--- src/rtl/uart_periph_interface.sv ---
// Memory-mapped 8N1 UART: control register at 0x2020, data register at 0x2024.
// Optional internal TX->RX loopback (ctrl bit3) when UART_LOOPBACK_EN is defined.
//   state   | meaning
//   S_IDLE  | line idle, waiting for SEND (tx) or a low level (rx)
//   S_START | start bit (rx: half-bit re-sample rejects glitches)
//   S_DATA  | 8 data bits, LSB first
//   S_STOP  | stop bit
module uart_periph_interface #(
  parameter int CLK_HZ       = 10_000_000,
  parameter int BAUD         = 9600,
  parameter int CLKS_PER_BIT = CLK_HZ / BAUD
) (
  input  logic        clk_i,
  input  logic        rst_i,
  input  logic        we_ctrl_i,
  input  logic        we_data_i,
  input  logic [31:0] wd_i,
  input  logic        rx_i,
  output logic        tx_o,
  output logic [31:0] ctrl_o,
  output logic [31:0] data_o
);
  localparam int CW = $clog2(CLKS_PER_BIT);
  localparam logic [CW-1:0] BIT_LAST  = CW'(CLKS_PER_BIT - 1);
  localparam logic [CW-1:0] HALF_LAST = CW'(CLKS_PER_BIT / 2 - 1);

  typedef enum logic [1:0] {S_IDLE, S_START, S_DATA, S_STOP} state_t;

  state_t r_tx_state, w_tx_state_nxt, r_rx_state, w_rx_state_nxt;
  logic [CW-1:0] r_tx_cnt, w_tx_cnt_nxt, r_rx_cnt, w_rx_cnt_nxt;
  logic [2:0] r_tx_idx, w_tx_idx_nxt, r_rx_idx, w_rx_idx_nxt;
  logic [7:0] r_tx_shift, w_tx_shift_nxt, r_rx_shift, w_rx_shift_nxt;
  logic [7:0] r_tx_byte, r_rx_byte;
  logic r_send, r_new_rx, r_ferr;
  logic r_rx_meta, r_rx_sync;
  logic w_tx_done, w_tx_ser, w_rx_set_new, w_rx_set_ferr, w_rx_src;
  logic w_unused_wd;

  assign w_unused_wd = &{1'b0, wd_i[31:8]};

`ifdef UART_LOOPBACK_EN
  logic r_loop;
  assign w_rx_src = r_loop ? w_tx_ser : rx_i;
  assign tx_o     = r_loop ? 1'b1 : w_tx_ser;
  assign ctrl_o   = {28'b0, r_loop, r_ferr, r_new_rx, r_send};
`else
  assign w_rx_src = rx_i;
  assign tx_o     = w_tx_ser;
  assign ctrl_o   = {28'b0, 1'b0, r_ferr, r_new_rx, r_send};
`endif
  assign data_o = {24'b0, r_rx_byte};

  always_ff @(posedge clk_i) begin
    if (rst_i) begin
      r_tx_state <= S_IDLE;
      r_tx_cnt   <= '0;
      r_tx_idx   <= '0;
      r_tx_shift <= '0;
      r_rx_state <= S_IDLE;
      r_rx_cnt   <= '0;
      r_rx_idx   <= '0;
      r_rx_shift <= '0;
      r_rx_meta  <= 1'b1;
      r_rx_sync  <= 1'b1;
      r_tx_byte  <= '0;
      r_rx_byte  <= '0;
      r_send     <= 1'b0;
      r_new_rx   <= 1'b0;
      r_ferr     <= 1'b0;
`ifdef UART_LOOPBACK_EN
      r_loop     <= 1'b0;
`endif
    end else begin
      r_tx_state <= w_tx_state_nxt;
      r_tx_cnt   <= w_tx_cnt_nxt;
      r_tx_idx   <= w_tx_idx_nxt;
      r_tx_shift <= w_tx_shift_nxt;
      r_rx_state <= w_rx_state_nxt;
      r_rx_cnt   <= w_rx_cnt_nxt;
      r_rx_idx   <= w_rx_idx_nxt;
      r_rx_shift <= w_rx_shift_nxt;
      r_rx_meta  <= w_rx_src;
      r_rx_sync  <= r_rx_meta;
      if (we_data_i) r_tx_byte <= wd_i[7:0];
      if (w_rx_set_new) r_rx_byte <= r_rx_shift;
      // a software SEND=1 outranks the end-of-frame clear, so back-to-back frames work
      if (we_ctrl_i && wd_i[0]) r_send <= 1'b1;
      else if (w_tx_done)       r_send <= 1'b0;
      if (w_rx_set_new)                r_new_rx <= 1'b1;
      else if (we_ctrl_i && !wd_i[1])  r_new_rx <= 1'b0;
      if (w_rx_set_ferr)               r_ferr <= 1'b1;
      else if (we_ctrl_i && !wd_i[2])  r_ferr <= 1'b0;
`ifdef UART_LOOPBACK_EN
      if (we_ctrl_i) r_loop <= wd_i[3];
`endif
    end
  end

  always_comb begin
    w_tx_state_nxt = r_tx_state;
    w_tx_cnt_nxt   = r_tx_cnt;
    w_tx_idx_nxt   = r_tx_idx;
    w_tx_shift_nxt = r_tx_shift;
    w_tx_done      = 1'b0;
    w_tx_ser       = 1'b1;
    case (r_tx_state)
      S_IDLE: if (r_send) begin
        w_tx_state_nxt = S_START;
        w_tx_cnt_nxt   = BIT_LAST;
        w_tx_idx_nxt   = '0;
        w_tx_shift_nxt = r_tx_byte;
      end
      S_START: begin
        w_tx_ser = 1'b0;
        if (r_tx_cnt == '0) begin
          w_tx_state_nxt = S_DATA;
          w_tx_cnt_nxt   = BIT_LAST;
        end else w_tx_cnt_nxt = r_tx_cnt - 1'b1;
      end
      S_DATA: begin
        w_tx_ser = r_tx_shift[0];
        if (r_tx_cnt == '0) begin
          w_tx_cnt_nxt   = BIT_LAST;
          w_tx_shift_nxt = {1'b0, r_tx_shift[7:1]};
          w_tx_idx_nxt   = r_tx_idx + 1'b1;
          if (r_tx_idx == 3'd7) w_tx_state_nxt = S_STOP;
        end else w_tx_cnt_nxt = r_tx_cnt - 1'b1;
      end
      S_STOP: begin
        if (r_tx_cnt == '0) begin
          w_tx_state_nxt = S_IDLE;
          w_tx_done      = 1'b1;
        end else w_tx_cnt_nxt = r_tx_cnt - 1'b1;
      end
      default: w_tx_state_nxt = S_IDLE;
    endcase
  end

  always_comb begin
    w_rx_state_nxt = r_rx_state;
    w_rx_cnt_nxt   = r_rx_cnt;
    w_rx_idx_nxt   = r_rx_idx;
    w_rx_shift_nxt = r_rx_shift;
    w_rx_set_new   = 1'b0;
    w_rx_set_ferr  = 1'b0;
    case (r_rx_state)
      S_IDLE: if (!r_rx_sync) begin
        w_rx_state_nxt = S_START;
        w_rx_cnt_nxt   = HALF_LAST;
        w_rx_idx_nxt   = '0;
      end
      S_START: begin
        if (r_rx_cnt == '0) begin
          w_rx_state_nxt = r_rx_sync ? S_IDLE : S_DATA;
          w_rx_cnt_nxt   = BIT_LAST;
        end else w_rx_cnt_nxt = r_rx_cnt - 1'b1;
      end
      S_DATA: begin
        if (r_rx_cnt == '0) begin
          w_rx_cnt_nxt   = BIT_LAST;
          w_rx_shift_nxt = {r_rx_sync, r_rx_shift[7:1]};
          w_rx_idx_nxt   = r_rx_idx + 1'b1;
          if (r_rx_idx == 3'd7) w_rx_state_nxt = S_STOP;
        end else w_rx_cnt_nxt = r_rx_cnt - 1'b1;
      end
      S_STOP: begin
        // decide on the mid-stop sample and go idle right away
        if (r_rx_cnt == '0) begin
          w_rx_state_nxt = S_IDLE;
          w_rx_set_new   = r_rx_sync;
          w_rx_set_ferr  = !r_rx_sync;
        end else w_rx_cnt_nxt = r_rx_cnt - 1'b1;
      end
      default: w_rx_state_nxt = S_IDLE;
    endcase
  end
endmodule

--- config.mk ---
export PLATFORM = sky130hd
export DESIGN_NAME = uart_periph_interface
export DESIGN_NICKNAME = d
export VERILOG_FILES = /design/src/rtl/uart_periph_interface.sv
export SDC_FILE = /design/constraint.sdc
export NUM_CORES = 1
export LEC_CHECK = 0
export ABC_CLOCK_PERIOD_IN_PS = 2000
export CAP_MARGIN = 20
export CORE_ASPECT_RATIO = 2
export CORE_MARGIN = 2
export CORE_UTILIZATION = 45
export DETAILED_ROUTE_END_ITERATION = 7
export DONT_BUFFER_PORTS = 1
export PLACE_DENSITY = 0.64
export SLEW_MARGIN = 5
export SYNTH_ARGS = -nofsm -noshare
export SYNTH_HDL_FRONTEND = slang
export SYNTH_SLANG_ARGS = --single-unit
--- constraint.sdc ---
create_clock -name clk_i -period 2 [get_ports clk_i]
set_clock_uncertainty 0.15 [all_clocks]
set_input_delay 0.6 -clock clk_i [delete_from_list [all_inputs] [get_ports clk_i]]
set_output_delay 0.6 -clock clk_i [all_outputs]
set_load 0.01 [all_outputs]
======== Yosys cells after proc, flatten, opt, wreduce, memory -nomap -nowiden ========
Cells that the tools add are included.
word-level totals
  register bits after elaboration ......... 69
  bits of input ports ..................... 37
  output and inout bits ................... 65
  word-level logic and storage cells ...... 106
operators by class
  add/sub/neg operators ................... 4
  eq/ne operators ......................... 20
  mux-type cells .......................... 43
  reductions and logical operators ........ 24
operator list
  cell                   count
  $mux 11                6
  $pmux 11 s3            2
  $ne 2x2->1 const B     12
  $logic_not 11->1       2
  $mux 2                 11
  $sub 11x1->11 const B  2
  $mux 8                 2
  $pmux 2 s4             2
  $pmux 8 s2             1
  $mux 1                 12
  $mux 3                 4
  $pmux 3 s2             2
  $reduce_and 5->1       2
  $reduce_bool 2->1      5
  $eq 2x2->1 const B     4
  $add 3x1->3 const B    2
  $eq 3x3->1 const B     2
  $reduce_and 2->1       3
  $reduce_and 3->1       2
  $eq 2x1->1 const B     2
  $logic_not 2->1        2
  $reduce_or 2->1        2
  $logic_and 1x1->1      3
  $logic_not 1->1        3
  $pmux 1 s2             1

======== Longest topological paths before layout ========
Gate-level depths: netlist (run 1).
  depth in word-level cells ............... 5
  mapped depth ............................ 8
  mapped depth without buffers ............ 7

======== Least setup slack after synthesis (run 1) ========
OpenSTA, ideal clock, no wires.
  kind .................................... register -> register
  start point ............................. register r_rx_cnt[0]
  end point ............................... register r_rx_cnt[8]
  setup time .............................. 126 ps
  arrival ................................. 1740 ps
  required time ........................... 1724 ps
  path slack .............................. -17 ps
  stages on the path, launching flop included .. 8
  path buffers ............................ 0
  clock period less this slack ............ 2017 ps
  path through ............................ dfxtp_1 inv_1 ha_1 or4b_4 or4_1 a21oi_2 xnor2_1 nor2_1
between the ends
  longest elaborated chain between the ends .. 3
  elaborated cells on any way between the ends .. 7
  classes of those cells .................. add/sub: 1; eq/ne: 1; mux: 3; reduce/logical: 2
ends and longest elaborated chain
  what                                               RTL line  text
  from (decl)                                        30        logic [CW-1:0] r_tx_cnt, w_tx_cnt_nxt, r_rx_cnt, w_rx_cnt_nxt;
  from (signal assigned)                             79        r_rx_cnt <= w_rx_cnt_nxt;
  $sub 11x1->11 or $logic_not 11->1 (tied branches)  -
  $mux 11 (tied with other cells)                    168       if (r_rx_cnt == '0) begin
  $pmux 11 s3 or $reduce_and 2->1 (tied branches)    -
Parallel ways exist; a longest one is shown, timed or not. The select of a mux whose other input is x is not followed.
A chain may end at the register's enable or synchronous reset.

======== Worst setup path after layout (run 1) ========
Same ends and word-level chain as after synthesis.

==> summary.md, run 1 <==
### Outcome
- result of the run: finished, violations left
- violated checks: setup timing

### Critical path
- Setup crit start kind: flop
- ordered cell list for the critical path: inv_2 > ha_4 > or4b_4 > or4_4 > a21oi_2 > xnor2_1 > nor2_1
- required time of the critical path: 2.08 ns
- slowest cell on the critical path: sky130_fd_sc_hd__or4b_4
- largest stage delay on the critical path: 0.48 ns
- arrival time of the worst setup path: 2.09 ns
- largest fanout on the critical path: 3
- kind of end point of the critical path: flop
- WS Path Type: reg2reg

### Drt
- via count: 3083
- vias per cell: 5.28
- number of detailed-routing iterations run before antenna repair: 4
- number of nets still failing antenna checks after routing: 0
- number of DRC markers after the initial detailed-route iteration: 137
- number of remaining DRC errors: 0
- DR WL/cell: 15.3 um
- routed wire length: 8930 um

### Clocking
- clock slew at reported path FFs: 0.06 ns
- clock tree from TritonCTS: done
- clk buf depth: 2
- library cell used as clock root buffer: sky130_fd_sc_hd__clkbuf_16
- Clock Sinks: 69
- number of levels the H-tree was split into: 3
- clock network latency to the later pin of the worst-skew pair: 0.33 ns
- TritonCTS buffer count: 9

### Synth
- post-synthesis instance area: 3820 um2
- share of synthesized area occupied by flip-flops and latches: 0.361
- number of enable flip-flop cells after synthesis: 0
- #FFs+latches synth: 69
- count of mapped cells out of synthesis: 441
- FFs w/ async S/R, synth: 0
- Ys Warns: 0
- mean cell area of the mapped netlist: 8.67 um2
- count of distinct cell types in the synthesized netlist: 58
- most used flip-flop cell after synthesis: sky130_fd_sc_hd__dfxtp_1

### STA
- Final period util: 1.01
- Final Hold Slack: 0.184 ns
- Final setup violation count: 1
- Max Clock Freq: 497 MHz
- final number of max-transition violations: 0
- fin worst setup slack: -0.0108 ns
- unrepaired setup endpoints after global routing: yes
- Final min period: 2.01 ns
- final hold viol count: 0

### Die
- Core Rows: 47
- die outline area: 9300 um2
- number of top-level pins: 102
- overall die height: 134 um
- area inside the core boundary: 8290 um2
- starting utilization of the core area: 0.461
- horizontal die dimension: 69.2 um

### Global route
- initial antenna violation count: 0
- total global-route track usage: 0.186
- pin count of the biggest net entering global routing: 52
- Remaining Overflow, GRT: 0
- first-pass GRT wire length: 13700 um
- via count of the first global-routing pass: 2912

### Final layout
- fraction of layout instances using a drive strength above 1: 0.239
- diodes inserted: 0
- non-filler cells in the finished layout: 584
- total number of nets in the final design: 536
- number of fill cells in the layout: 744
- Area Overhead vs Synth: 19.1%

### Placed design
- number of placed instances with taps included: 563
- post-DP HPWL: 6520 um
- Setup WS pre-CTS: -0.106 ns
- final weighted congestion in routability-driven placement: 0.885
- number of port buffers: 0

### Run
- count of maximum capacitance violations: 0

### Pwr
- static leakage: 1.94 nW
- maximum vdd ir drop: 720 uV
- pwr dens: 1540 nW/um2

### Min path
- worst min-delay path class: in2reg

[cell usage after synthesis (3+ instances only)]
| cell type | count | share of area |
|---|---|---|
| sky130_fd_sc_hd__nor2_1 | 49 | 0.048 |
| sky130_fd_sc_hd__a22oi_1 | 8 | 0.016 |
| sky130_fd_sc_hd__clkbuf_1 | 12 | 0.012 |
| sky130_fd_sc_hd__and3_1 | 9 | 0.015 |
| sky130_fd_sc_hd__or4_1 | 3 | 0.0059 |
| sky130_fd_sc_hd__xor2_1 | 6 | 0.014 |
| sky130_fd_sc_hd__a211oi_1 | 9 | 0.018 |
| sky130_fd_sc_hd__a21oi_1 | 31 | 0.041 |
| sky130_fd_sc_hd__ha_1 | 18 | 0.059 |
| sky130_fd_sc_hd__o21ai_0 | 8 | 0.010 |
| sky130_fd_sc_hd__nor3b_1 | 3 | 0.0059 |
| sky130_fd_sc_hd__inv_1 | 13 | 0.013 |
| sky130_fd_sc_hd__xnor2_1 | 7 | 0.016 |
| sky130_fd_sc_hd__o22ai_1 | 7 | 0.011 |
| sky130_fd_sc_hd__nand4b_1 | 4 | 0.0092 |
| sky130_fd_sc_hd__buf_4 | 59 | 0.12 |
| sky130_fd_sc_hd__or3_1 | 3 | 0.0049 |
| sky130_fd_sc_hd__dfxtp_1 | 69 | 0.36 |
| sky130_fd_sc_hd__or2_2 | 3 | 0.0049 |
| sky130_fd_sc_hd__nand2_1 | 26 | 0.026 |
| sky130_fd_sc_hd__mux2i_1 | 18 | 0.047 |
| sky130_fd_sc_hd__nand3_1 | 17 | 0.022 |
| sky130_fd_sc_hd__o21ai_1 | 4 | 0.0052 |
| sky130_fd_sc_hd__nor3_1 | 8 | 0.010 |
| sky130_fd_sc_hd__a21o_1 | 3 | 0.0059 |
| sky130_fd_sc_hd__nand4_1 | 5 | 0.0082 |
[state kept, by name, summed over array words and instances, names as in the netlist, 2 cells and up, named ones only]
signal,flops
r_tx_idx,3
r_tx_byte,8
r_rx_idx,3
r_rx_byte,8
r_tx_shift,8
r_rx_shift,8
r_tx_cnt,11
r_tx_state,2
r_rx_cnt,11
[worst max-delay path, delay by kind of cell (launching register included)]
family                   cells  cell delay [ns]
buffers and inverters        1             0.08
adder cells (fa/ha/maj)      1             0.13
XOR/XNOR                     1             0.13
AO/OA/AOI/OAI                1             0.13
flip-flops                   1             0.32
AND/OR/NAND/NOR              3             0.96
[cells in the final DEF, fill, tap and decap left out, types with 9 or more instances in the layout]
master / count
sky130_fd_sc_hd__buf_4: 49
sky130_fd_sc_hd__a21oi_1: 31
sky130_fd_sc_hd__ha_1: 11
sky130_fd_sc_hd__dfxtp_1: 59
sky130_fd_sc_hd__clkbuf_16: 9
sky130_fd_sc_hd__mux2i_1: 17
sky130_fd_sc_hd__nand2_1: 25
sky130_fd_sc_hd__and3_1: 9
sky130_fd_sc_hd__nand3_1: 15
sky130_fd_sc_hd__conb_1: 53
sky130_fd_sc_hd__nor2_1: 49
[per-stage QoR]
step | setup TNS [ns] | total power [W] | utilization | instance area, um2
2_1_floorplan | 0 | 0.00376 | - | 4040
3_3_place_gp | -0.251 | 0.00470 | 0.482 | 4000
3_5_place_dp | -0.477 | 0.00477 | 0.482 | 4000
4_1_cts | -0.00258 | 0.00671 | 0.531 | 4410
5_1_grt | -0.116 | 0.00744 | 0.550 | 4560
6_report | -0.0108 | 0.00703 | 0.550 | 4560
[final cells by class]
| type | instances | area, um2 | share of cell area |
|---|---|---|---|
| inverters | 13 | 53.8 | 0.0118 |
| flip-flops and latches | 69 | 1400 | 0.307 |
| repair buffers | 50 | 379 | 0.0832 |
| well taps | 98 | 123 | 0.0269 |
| clock buffers | 12 | 256 | 0.0563 |
| clock inverters | 4 | 70.1 | 0.0154 |
| multi-input cells | 338 | 2280 | 0.499 |
[report_power, final]
part / switching, W / internal (W) / total [W] / leakage (nW)
sequential: 0.000224 / 0.00159 / 0.00182 / 0.566
combinational: 0.00188 / 0.00159 / 0.00347 / 1.21
clock: 0.000584 / 0.00116 / 0.00174 / 0.163
total: 0.00268 / 0.00434 / 0.00703 / 1.94
[metal layers]
| layer | up-vias | track usage | wire [um] |
|---|---|---|---|
| met3 | 19 | 0.0594 | 441 |
| met2 | 71 | 0.355 | 5100 |
| met4 | 0 | 0.0959 | 252 |
| li1 | 1529 | - | - |
| met1 | 1464 | 0.171 | 3130 |
| met5 | - | 0 | 0 |
[kinds of logic after synthesis]
logic type               count (synthesis)  synth area share
AND/OR/NAND/NOR                        146             0.200
adder cells (fa/ha/maj)                 18            0.0589
flip-flops                              69             0.361
other                                    1          0.000980
multiplexers                            18            0.0471
XOR/XNOR                                13            0.0298
AO/OA/AOI/OAI                           90             0.160
buffers and inverters                   86             0.143
[final timing paths]
check,depth (start not counted),slack [ns],to,startpoint
max reg2reg,7,-0.01,r_rx_cnt[8],r_rx_cnt[0]
max,7,-0.01,r_rx_cnt[8],r_rx_cnt[0]
min reg2reg,1,0.27,r_rx_sync,r_rx_meta
min,1,0.18,r_rx_cnt[10],rst_i
[repair_timing]
item	CTS	global route
setup buffers	1	4
hold buffers	0	0
gates resized for setup	14	34
hold endpoints to repair	0	0
pin swaps	2	10
setup endpoints to repair	14	41
(Power assumes the default switching activity.)
==> inputs of run 2 (changes only) <==
--- a/config.mk
+++ b/config.mk
@@ -5,6 +5,7 @@
 export SDC_FILE = /design/constraint.sdc
 export NUM_CORES = 1
 export LEC_CHECK = 0
+export ABC_AREA = 0
 export ABC_CLOCK_PERIOD_IN_PS = 2000
 export CAP_MARGIN = 20
 export CORE_ASPECT_RATIO = 2
@@ -13,7 +14,7 @@
 export DETAILED_ROUTE_END_ITERATION = 7
 export DONT_BUFFER_PORTS = 1
 export PLACE_DENSITY = 0.64
-export SLEW_MARGIN = 5
+export SLEW_MARGIN = 20
 export SYNTH_ARGS = -nofsm -noshare
 export SYNTH_HDL_FRONTEND = slang
 export SYNTH_SLANG_ARGS = --single-unit
==> results of run 2 <==
The final DEF is identical to that of run 1; final timing and power are the same.
